### config.mk
export PLATFORM = sky130hd
export DESIGN_NAME = urv_irq_source
export DESIGN_NICKNAME = d
export VERILOG_FILES = /design/src/rtl/urv_irq_source.sv
export SDC_FILE = /design/constraint.sdc
export NUM_CORES = 1
export LEC_CHECK = 0
export CAP_MARGIN = 10
export CELL_PAD_IN_SITES_DETAIL_PLACEMENT = 1
export CELL_PAD_IN_SITES_GLOBAL_PLACEMENT = 2
export CORE_MARGIN = 5
export CORE_UTILIZATION = 36
export CTS_BUF_LIST = sky130_fd_sc_hd__clkbuf_8
export CTS_CLUSTER_SIZE = 24
export DETAILED_ROUTE_END_ITERATION = 10
export GPL_TIMING_DRIVEN = 0
export PLACE_DENSITY = 0.85
export SLEW_MARGIN = 20
export SYNTH_ARGS = -nofsm -noshare
export SYNTH_HDL_FRONTEND = slang
export SYNTH_SLANG_ARGS = --single-unit
### constraint.sdc
create_clock -name clk_i -period 4.4 [get_ports clk_i]
set_input_delay 0.88 -clock clk_i [delete_from_list [all_inputs] [get_ports clk_i]]
set_output_delay 0.88 -clock clk_i [all_outputs]
set_load 0.01 [all_outputs]
### src/rtl/urv_irq_source.sv
// -----------------------------------------------------------------------------
// urv_irq_source
//
// Interrupt and tick source feeding the core's exception unit. It holds:
//   - a programmable periodic down-counter that emits single-cycle ticks
//   - an N-line external interrupt aggregator with rising-edge capture,
//     per-line enable, a pending register and a claim register
//   - a word-addressed register port on the data bus
//
// Optional build feature (compile-time macro):
//   URV_IRQ_SYNC_EN - when defined, every irq_lines_i bit passes through a
//                     2-flop synchronizer before edge detection, so the lines
//                     may come from asynchronous sources. This adds 2 cycles
//                     of latency to PENDING and exp_irq_o.
//
// Register map (reg_addr_i, word index):
//   0 RELOAD  rw   timer reload value (writing also loads COUNT)
//   1 COUNT   ro   current timer count
//   2 CTRL    rw   bit0 = timer enable
//   3 PENDING r/w1c captured edges
//   4 ENABLE  rw   per-line enable
//   5 CLAIM   ro   lowest enabled pending line + 1 (0 if none); clears it
//   6-7            read 0, writes ignored
//
// Ports:
//   clk_i        system clock
//   rst_i        synchronous reset, active-high
//   irq_lines_i  external interrupt lines, rising-edge significant
//   reg_addr_i   register word index
//   reg_wdata_i  write data
//   reg_we_i     write strobe (single cycle)
//   reg_re_i     read strobe (single cycle)
//   reg_rdata_o  read data, valid while reg_ack_o=1, 0 otherwise
//   reg_ack_o    access acknowledge
//   exp_tick_o   timer tick pulse (1 cycle)
//   exp_irq_o    level interrupt request
//
// Bus handshake: a strobe (reg_we_i and/or reg_re_i) is accepted in the cycle
// it is high -- there is no back-pressure. reg_ack_o is high exactly one cycle
// later, and reg_rdata_o carries the registered read value in that same cycle.
// When both strobes are high together the write is performed, the read returns
// the pre-write value, and the read has no side effects.
// -----------------------------------------------------------------------------
module urv_irq_source #(
  parameter int G_NUM_IRQS    = 8,
  parameter int G_TIMER_WIDTH = 32
) (
  input  logic                  clk_i,
  input  logic                  rst_i,
  input  logic [G_NUM_IRQS-1:0] irq_lines_i,
  input  logic [2:0]            reg_addr_i,
  input  logic [31:0]           reg_wdata_i,
  input  logic                  reg_we_i,
  input  logic                  reg_re_i,
  output logic [31:0]           reg_rdata_o,
  output logic                  reg_ack_o,
  output logic                  exp_tick_o,
  output logic                  exp_irq_o
);

  localparam logic [2:0] A_RELOAD  = 3'd0;
  localparam logic [2:0] A_COUNT   = 3'd1;
  localparam logic [2:0] A_CTRL    = 3'd2;
  localparam logic [2:0] A_PENDING = 3'd3;
  localparam logic [2:0] A_ENABLE  = 3'd4;
  localparam logic [2:0] A_CLAIM   = 3'd5;

  logic [G_TIMER_WIDTH-1:0] r_reload;
  logic [G_TIMER_WIDTH-1:0] r_count;
  logic                     r_ctrl_en;
  logic [G_NUM_IRQS-1:0]    r_pending;
  logic [G_NUM_IRQS-1:0]    r_enable;
  logic [G_NUM_IRQS-1:0]    r_prev;
  logic [31:0]              r_rdata;
  logic                     r_ack;
  logic                     r_tick;
  logic                     r_irq;

  logic [G_NUM_IRQS-1:0]    w_lines;
  logic [G_NUM_IRQS-1:0]    w_edge;
  logic [G_NUM_IRQS-1:0]    w_active;
  logic [G_NUM_IRQS-1:0]    w_claim_mask;
  logic [G_NUM_IRQS-1:0]    w_clear;
  logic [31:0]              w_claim_val;
  logic [31:0]              w_rmux;
  logic                     w_wr_reload;
  logic                     w_wr_ctrl;
  logic                     w_wr_pending;
  logic                     w_wr_enable;
  logic                     w_claim_rd;
  logic                     w_unused;

  // Upper write-data bits beyond the register widths are intentionally dropped.
  assign w_unused = ^reg_wdata_i;

  // ---------------------------------------------------------------------------
  // Line sampling (optionally synchronized)
  // ---------------------------------------------------------------------------
`ifdef URV_IRQ_SYNC_EN
  logic [G_NUM_IRQS-1:0] r_sync1;
  logic [G_NUM_IRQS-1:0] r_sync2;

  always_ff @(posedge clk_i) begin
    if (rst_i) begin
      r_sync1 <= '0;
      r_sync2 <= '0;
    end else begin
      r_sync1 <= irq_lines_i;
      r_sync2 <= r_sync1;
    end
  end

  assign w_lines = r_sync2;
`else
  assign w_lines = irq_lines_i;
`endif

  assign w_edge   = w_lines & ~r_prev;
  assign w_active = r_pending & r_enable;

  // ---------------------------------------------------------------------------
  // Decode
  // ---------------------------------------------------------------------------
  assign w_wr_reload  = reg_we_i && (reg_addr_i == A_RELOAD);
  assign w_wr_ctrl    = reg_we_i && (reg_addr_i == A_CTRL);
  assign w_wr_pending = reg_we_i && (reg_addr_i == A_PENDING);
  assign w_wr_enable  = reg_we_i && (reg_addr_i == A_ENABLE);
  // A simultaneous write suppresses the read side effect.
  assign w_claim_rd   = reg_re_i && !reg_we_i && (reg_addr_i == A_CLAIM);

  // Lowest-index enabled pending line; scanning high to low lets the lowest
  // index overwrite the result last.
  always_comb begin
    w_claim_val  = '0;
    w_claim_mask = '0;
    for (int k = G_NUM_IRQS - 1; k >= 0; k--) begin
      if (w_active[k]) begin
        w_claim_val     = 32'(k + 1);
        w_claim_mask    = '0;
        w_claim_mask[k] = 1'b1;
      end
    end
  end

  always_comb begin
    w_clear = '0;
    if (w_wr_pending) w_clear = w_clear | reg_wdata_i[G_NUM_IRQS-1:0];
    if (w_claim_rd)   w_clear = w_clear | w_claim_mask;
  end

  always_comb begin
    w_rmux = '0;
    case (reg_addr_i)
      A_RELOAD:  w_rmux = 32'(r_reload);
      A_COUNT:   w_rmux = 32'(r_count);
      A_CTRL:    w_rmux = {31'd0, r_ctrl_en};
      A_PENDING: w_rmux = 32'(r_pending);
      A_ENABLE:  w_rmux = 32'(r_enable);
      A_CLAIM:   w_rmux = w_claim_val;
      default:   w_rmux = '0;
    endcase
  end

  // ---------------------------------------------------------------------------
  // State
  // ---------------------------------------------------------------------------
  always_ff @(posedge clk_i) begin
    if (rst_i) begin
      r_reload  <= '0;
      r_count   <= '0;
      r_ctrl_en <= 1'b0;
      r_pending <= '0;
      r_enable  <= '0;
      r_prev    <= '0;
      r_rdata   <= '0;
      r_ack     <= 1'b0;
      r_tick    <= 1'b0;
      r_irq     <= 1'b0;
    end else begin
      r_prev <= w_lines;

      // Bus response
      r_ack   <= reg_we_i || reg_re_i;
      r_rdata <= reg_re_i ? w_rmux : '0;

      if (w_wr_reload) r_reload  <= reg_wdata_i[G_TIMER_WIDTH-1:0];
      if (w_wr_ctrl)   r_ctrl_en <= reg_wdata_i[0];
      if (w_wr_enable) r_enable  <= reg_wdata_i[G_NUM_IRQS-1:0];

      // Timer: a RELOAD write loads COUNT and masks this edge's tick.
      if (w_wr_reload) begin
        r_count <= reg_wdata_i[G_TIMER_WIDTH-1:0];
        r_tick  <= 1'b0;
      end else if (r_ctrl_en) begin
        if (r_count == '0) begin
          r_count <= r_reload;
          r_tick  <= 1'b1;
        end else begin
          r_count <= r_count - G_TIMER_WIDTH'(1);
          r_tick  <= 1'b0;
        end
      end else begin
        r_tick <= 1'b0;
      end

      // Set wins over a same-cycle clear.
      r_pending <= (r_pending & ~w_clear) | w_edge;

      r_irq <= |w_active;
    end
  end

  assign reg_rdata_o = r_rdata;
  assign reg_ack_o   = r_ack;
  assign exp_tick_o  = r_tick;
  assign exp_irq_o   = r_irq;

endmodule

==> metrics, run 1 <==
ys async rst share 0%; largest net degree at the start of global routing 17; DRC Markers 0; Min-Delay Endpoint r_pending[3]; Placed Instance Area 6990 sq um; clk slew on worst S/H paths 0.07 ns; Sw Ratio 31.8%; Clk pwr share 36.4%; post-DP HPWL 16600 um; die area 19100 sq um; met1 Use GR 33.4%; fin crit period 3.34 ns; vias 6185; hold path startpoint r_prev[3]; Worst Path Required 4.79 ns; total track usage 23.8%; gr ovfl total 0; Post-Syn Area 5920 sq um; reg2reg setup slack 1.60 ns; WHS 0.455 ns; GP Congestion 0.889; relative slew slack 25.6%; maximum clock rate 0.299 GHz; die width 138 um; Syn-to-layout area delta 25.0%; Critical Path, Cell by Cell clkdlybuf4s50_1 > nand2b_1 > nor3_2 > clkbuf_1 > buf_1 > nand2_1 > a21oi_1; Synth Net Count 792; worst r2r dst r_count[12]; drt pass-1 iters 5; Crit path depth 7; Iter 0 DRT Violations 521; endpoints failing hold 0; post-synthesis cell type count 69; multiplexer share of the synthesized area 1.56%; sequential element share of the synthesized area 41.9%; P_sw 0.946 mW; Post-synth EDFFs 0; Comb power frac 23.0%; register share of total power 40.6%; Core Util, Final 46.3%; standard-cell rows 46; global-route wire length before repair 36200 um; post-synthesis register bit count 124; Largest stage delay, worst path 0.63 ns; M3 GR Usage 5.28%; Initial Util 37.0%; Post-CTS Setup Bufs 0; Core Area 16000 sq um; Post-Synth XOR/XNOR Area 2.22%; VDD IR max 0.203 mV; delay-heaviest family, CP buffers and inverters; r2r startpoint r_count[24]; simple-gate share of the synthesized area 25.5%; share of layout cells above drive strength 1 5.97%; Worst Clk Skew 0.0172 ns; Synth top area share 41.9%; Pint 2.03 mW; CTS H-tree lvls 4; compound-cell area share of the yosys netlist 23.8%; Slowest-stage cell, CP buf_1; Resize count post-CTS 0; Ys Warns 0; Synth Area per Inst 7.97 sq um; Nets 890; most used routing layer in global routing met2; RSZ-0062 raised after global routing false; Leak 2.60 nW; Setup violations, final 0; worst min path class flip-flop to flip-flop; CTS root buf clkbuf_8; Worst Setup Path Type input port to flip-flop; ys flop type dfxtp_1; Clock Sinks 124; CTS tree done; total CTS buffers 17; I/O Pins 82; post-synth top area cell dfxtp_1; vias in the first global route 6326; Post-Route Setup TNS 0 ns; Worst Path Arrival 3.73 ns; remaining antenna violation count 0; Worst setup SP type input port; CTS max path bufs 2; crit path max fanout 10; Hold Buf Count CTS 0; Critical Path Sink Type flip-flop; top cells by area, synth dfxtp_1, nand2_1, a21oi_1, a22oi_1, nor2_1; final slew viol count 0; post-route cell area 7400 sq um; die height 138 um; largest family of logic cells by synthesized area simple AND/OR/NAND/NOR gates; # diodes 0; reg2reg path depth 6; routed len/inst 21.4 um; worst slew pin tran 1.11 ns; antenna violations before repair 0; total length of routed wires 22900 um; IO Port Bufs 79; worst hold stages 2; MaxCap Viol Count 0; status complete, no violations; Adder-Cell Fraction of Synth Area 0.422%; PD cells 402 nW/um^2; met2 usage 36.6%; Avg Vias per Cell 5.78; clock latency on the worst-skew pair 0.47 ns; fraction of the cycle the final worst path needs 76.0%; Bufs and invs on worst path 3; Cells after Synth 743
-- Yosys cell counts, types with 4 or more instances --
cell type / n
dfxtp_1: 124
nand2_1: 122
a21oi_1: 81
nor2_1: 72
clkbuf_1: 44
a22oi_1: 42
o21ai_0: 24
nor3_1: 22
inv_1: 14
a31oi_1: 12
nor2b_1: 12
or3_1: 10
xnor2_1: 10
o22ai_1: 9
nand2b_1: 8
nand3_1: 8
nor4_1: 8
buf_1: 7
mux2i_1: 7
a22o_1: 6
a211oi_1: 5
a221oi_1: 5
xor2_1: 5
and3_1: 4
nand4_1: 4
nor3b_1: 4
nor4_2: 4
or4_1: 4
-- kinds of logic (layout without fill, tap and decap cells) --
group                      Yosys count  after routing
muxes                                9              9
buffers and inverters               68            179
adders and majority gates            2              2
and+or+nand+nor                    305            305
xor gates and xnor gates            15             15
AOI/OAI and AO/OA                  220            220
DFF                                124            124
-- worst register-to-register path: stages, from the launching register on --
cell and delay (ns):
dfxtp_1 0.38, or4_4 0.62, nand4b_1 0.29, nor3_1 0.90, and3_1 0.31, o22ai_1 0.11, a21oi_1 0.14
-- power groups by stage --
stage / combinational [mW] / sequential, mW / clock [mW]
final: 0.685 / 1.21 / 1.08
after global routing: 0.740 / 1.21 / 1.15
after CTS: 0.675 / 1.21 / 1.10
after detailed placement: 0.670 / 1.23 / 0
after global placement: 0.650 / 1.23 / 0
after floorplan: 0.451 / 1.22 / 0
-- routing by layer --
metal | vias to the layer above | share of wire [%]
met1 | 3087 | 47
li1 | 2869 | -
met4 | 0 | 1.8
met2 | 192 | 45
met3 | 37 | 6.1
met5 | - | 0
-- layout make-up --
class / count / area, sq um
plain buffers: 54 / 219
clock buffers: 21 / 289
clock inverters: 11 / 126
fillers: 1991 / 8600
inverters: 14 / 52.6
multi-input cells: 551 / 3170
flip-flops and latches: 124 / 2480
well taps: 216 / 270
repair buffers: 79 / 791
-- registers in the layout, indices dropped and copies added, names as in the netlist --
signal and count:
exp_irq_o 1, exp_tick_o 1, r_count 32, r_ctrl_en 1, r_enable 8, r_pending 8
r_prev 8, r_reload 32, reg_ack_o 1, reg_rdata_o 32
-- stage by stage --
step,power (mW),setup slack (ns),cells
after CTS,2.98,1.09,1070
final,2.98,1.06,1070
after global placement,1.88,0.661,1038
after detailed placement,1.90,0.606,1038
after global routing,3.10,0.892,1070
after floorplan,1.67,1.91,743
-- worst max path at each step --
stage | startpoint | endpoint | slack, ns
5_1_grt | reg_we_i | r_reload[18] | 0.89
3_5_place_dp | reg_we_i | r_reload[21] | 0.61
3_3_place_gp | reg_we_i | r_reload[19] | 0.66
2_1_floorplan | reg_addr_i[2] | r_count[7] | 1.91
4_1_cts | reg_we_i | r_reload[21] | 1.09
6_report | reg_we_i | r_reload[27] | 1.06
-- placed cells by master, fill, tap and decap left out, types with 8 or more instances in the layout --
cell type        Yosys  routed
a21oi_1             81      81
a22oi_1             42      42
a31oi_1             12      12
clkbuf_1            44      44
clkbuf_8             0      21
clkdlybuf4s50_1      0      79
dfxtp_1            124     124
inv_1               14      19
nand2_1            122     122
nand2b_1             8       8
nand3_1              8       8
nor2_1              72      72
nor2b_1             12      12
nor3_1              22      21
nor4_1               8       8
o21ai_0             24      24
o22ai_1              9       9
or3_1               10      10
xnor2_1             10      10
Note: power is estimated with default switching activity, not from simulation.
==> run 2: changes to the inputs <==
--- a/config.mk
+++ b/config.mk
@@ -9,12 +9,12 @@
 export CELL_PAD_IN_SITES_DETAIL_PLACEMENT = 1
 export CELL_PAD_IN_SITES_GLOBAL_PLACEMENT = 2
 export CORE_MARGIN = 5
-export CORE_UTILIZATION = 36
+export CORE_UTILIZATION = 30
 export CTS_BUF_LIST = sky130_fd_sc_hd__clkbuf_8
 export CTS_CLUSTER_SIZE = 24
 export DETAILED_ROUTE_END_ITERATION = 10
 export GPL_TIMING_DRIVEN = 0
-export PLACE_DENSITY = 0.85
+export PLACE_DENSITY = 0.75
 export SLEW_MARGIN = 20
 export SYNTH_ARGS = -nofsm -noshare
 export SYNTH_HDL_FRONTEND = slang
==> constraint.sdc (replaced) <==
create_clock -name clk_i -period 3 [get_ports clk_i]
set_input_delay 0.6 -clock clk_i [delete_from_list [all_inputs] [get_ports clk_i]]
set_output_delay 0.6 -clock clk_i [all_outputs]
set_load 0.01 [all_outputs]
==> run 2 against run 1 <==
Net effect: total power grew 44%; hold slack gained 0.011 ns; wire length grew 2.9%; utilization shrank 8.0 points; via count shrank 0.23%; critical path depth shrank 1; first-iteration DRC count grew 7.9%; non-clock buffer count grew 1; design area grew 0.68%; sequential power grew 46%; clock skew shrank 0.0074 ns; critical path type is now flip-flop to flip-flop; largest cell class unchanged; largest power group unchanged; highest routed layer unchanged.
==> metrics, run 2 (synthesized netlist as in run 1, its figures left out) <==
Syn-to-layout area delta 25.9%; Placed Instance Area 7060 sq um; PD cells 574 nW/um^2; endpoints failing hold 0; IO Port Bufs 79; P_sw 1.42 mW; CTS tree done; total power draw 4.28 mW; WHS 0.465 ns; Critical Path, Cell by Cell or4_4 > nand4b_1 > nor3_1 > and3_1 > o22ai_1 > a21oi_1; Nets 891; I/O Pins 82; post-DP HPWL 17200 um; CTS root buf clkbuf_8; routed len/inst 21.0 um; Comb power frac 23.6%; antenna violations before repair 0; # fillers 2367; VDD IR max 0.271 mV; drt pass-1 iters 5; Worst Clk Skew 0.00984 ns; gr ovfl total 0; largest net degree at the start of global routing 17; die area 22700 sq um; global-route wire length before repair 36700 um; Post-Place Setup Slack -0.659 ns; Post-Layout Cell Count 1120; MaxCap Viol Count 0; vias 6171; standard-cell rows 51; Sw Ratio 33.2%; status complete, no violations; Hold Buf Count CTS 0; Worst Path Required 3.39 ns; maximum clock rate 0.351 GHz; worst min path class flip-flop to flip-flop; commonest non-fill, non-tap cells in the layout dfxtp_1, nand2_1, a21oi_1; share of layout cells above drive strength 1 6.67%; Worst setup SP type flip-flop; Largest stage delay, worst path 0.93 ns; die width 151 um; clock latency on the worst-skew pair 0.45 ns; fin crit period 2.85 ns; Core Util, Final 38.3%; Worst Path Arrival 3.23 ns; total CTS buffers 17; Clk pwr share 34.9%; Core Area 19500 sq um; Setup violations, final 0; total track usage 21.1%; Critical Path Sink Type flip-flop; crit path max fanout 8; reg2reg setup slack 0.15 ns; GP Congestion 0.885; post-route cell area 7450 sq um; worst slew pin tran 1.14 ns; Worst Setup Path Type flip-flop to flip-flop; fraction of the cycle the final worst path needs 94.9%; r2r startpoint r_count[24]; Clock Sinks 124; Post-Route Setup TNS 0 ns; Min-Delay Endpoint r_pending[3]; die height 151 um; register share of total power 41.5%; Pint 2.86 mW; # diodes 0; Setup WS post-layout 0.154 ns; relative slew slack 23.4%; RSZ-0062 raised after global routing false; clk slew on worst S/H paths 0.08 ns; vias in the first global route 6348; Iter 0 DRT Violations 562; Leak 2.58 nW; register area 2480 sq um; total length of routed wires 23500 um; CTS max path bufs 2; hold path startpoint r_prev[3]; worst hold stages 2; most common cell after layout, fill and taps aside dfxtp_1; worst r2r dst r_count[12]; Multi-input gate area 3180 sq um; final slew viol count 0; Avg Vias per Cell 5.51; CTS H-tree lvls 4; remaining antenna violation count 0; Initial Util 30.4%; Slowest-stage cell, CP nor3_1; placed cell count 1088; reg2reg path depth 6; DRC Markers 0
-- run 2: power by group through the flow --
stage / sequential (mW) / clock [mW] / combinational (mW)
after floorplan: 1.79 / 0 / 0.661
after global placement: 1.81 / 0 / 0.972
after detailed placement: 1.81 / 0 / 0.990
after CTS: 1.77 / 1.52 / 0.998
after global routing: 1.78 / 1.60 / 1.09
final: 1.77 / 1.49 / 1.01
-- run 2: worst max-delay path, delay by kind of cell, from the launching register on --
| kind | cells | cell delay (ns) |
|---|---|---|
| AND/OR/NAND/NOR | 4 | 2.17 |
| flip-flops | 1 | 0.40 |
| AO/OA/AOI/OAI | 2 | 0.22 |
-- run 2: layer usage --
metal,GRT usage (%),up-vias,part of all wire (%)
li1,-,2875,-
met1,29.9,3033,47
met2,32.4,218,45
met3,3.52,45,5.5
met4,7.46,0,2.4
met5,0,-,0
-- run 2: how the worst max path moves through the flow --
stage                 from            to  cells past startpoint
4_1_cts           reg_we_i   r_reload[8]                      7
3_3_place_gp      reg_we_i  r_reload[18]                      7
2_1_floorplan   r_count[2]   r_count[25]                      9
3_5_place_dp      reg_we_i   r_reload[5]                      7
5_1_grt         r_count[0]    r_count[3]                      9
6_report       r_count[24]   r_count[12]                      6
-- run 2: layout make-up --
type                    instances  area share (%)
well taps                     265            4.45
clock inverters                13            1.70
repair buffers                 80            10.7
multi-input cells             551            42.7
plain buffers                  54            2.97
clock buffers                  19            3.51
flip-flops and latches        124            33.3
inverters                      14           0.705
-- run 2: timing repair --
item                       CTS  global route
setup buffers                0             0
setup endpoints to repair   20            10
gates resized for setup      2             2
==> run 3: changes to the inputs <==
--- a/config.mk
+++ b/config.mk
@@ -11,6 +11,7 @@
 export CORE_MARGIN = 5
 export CORE_UTILIZATION = 30
 export CTS_BUF_LIST = sky130_fd_sc_hd__clkbuf_8
+export CTS_CLUSTER_DIAMETER = 60
 export CTS_CLUSTER_SIZE = 24
 export DETAILED_ROUTE_END_ITERATION = 10
 export GPL_TIMING_DRIVEN = 0
==> results of run 3 <==
The final DEF is identical to that of run 2; final timing and power are the same.
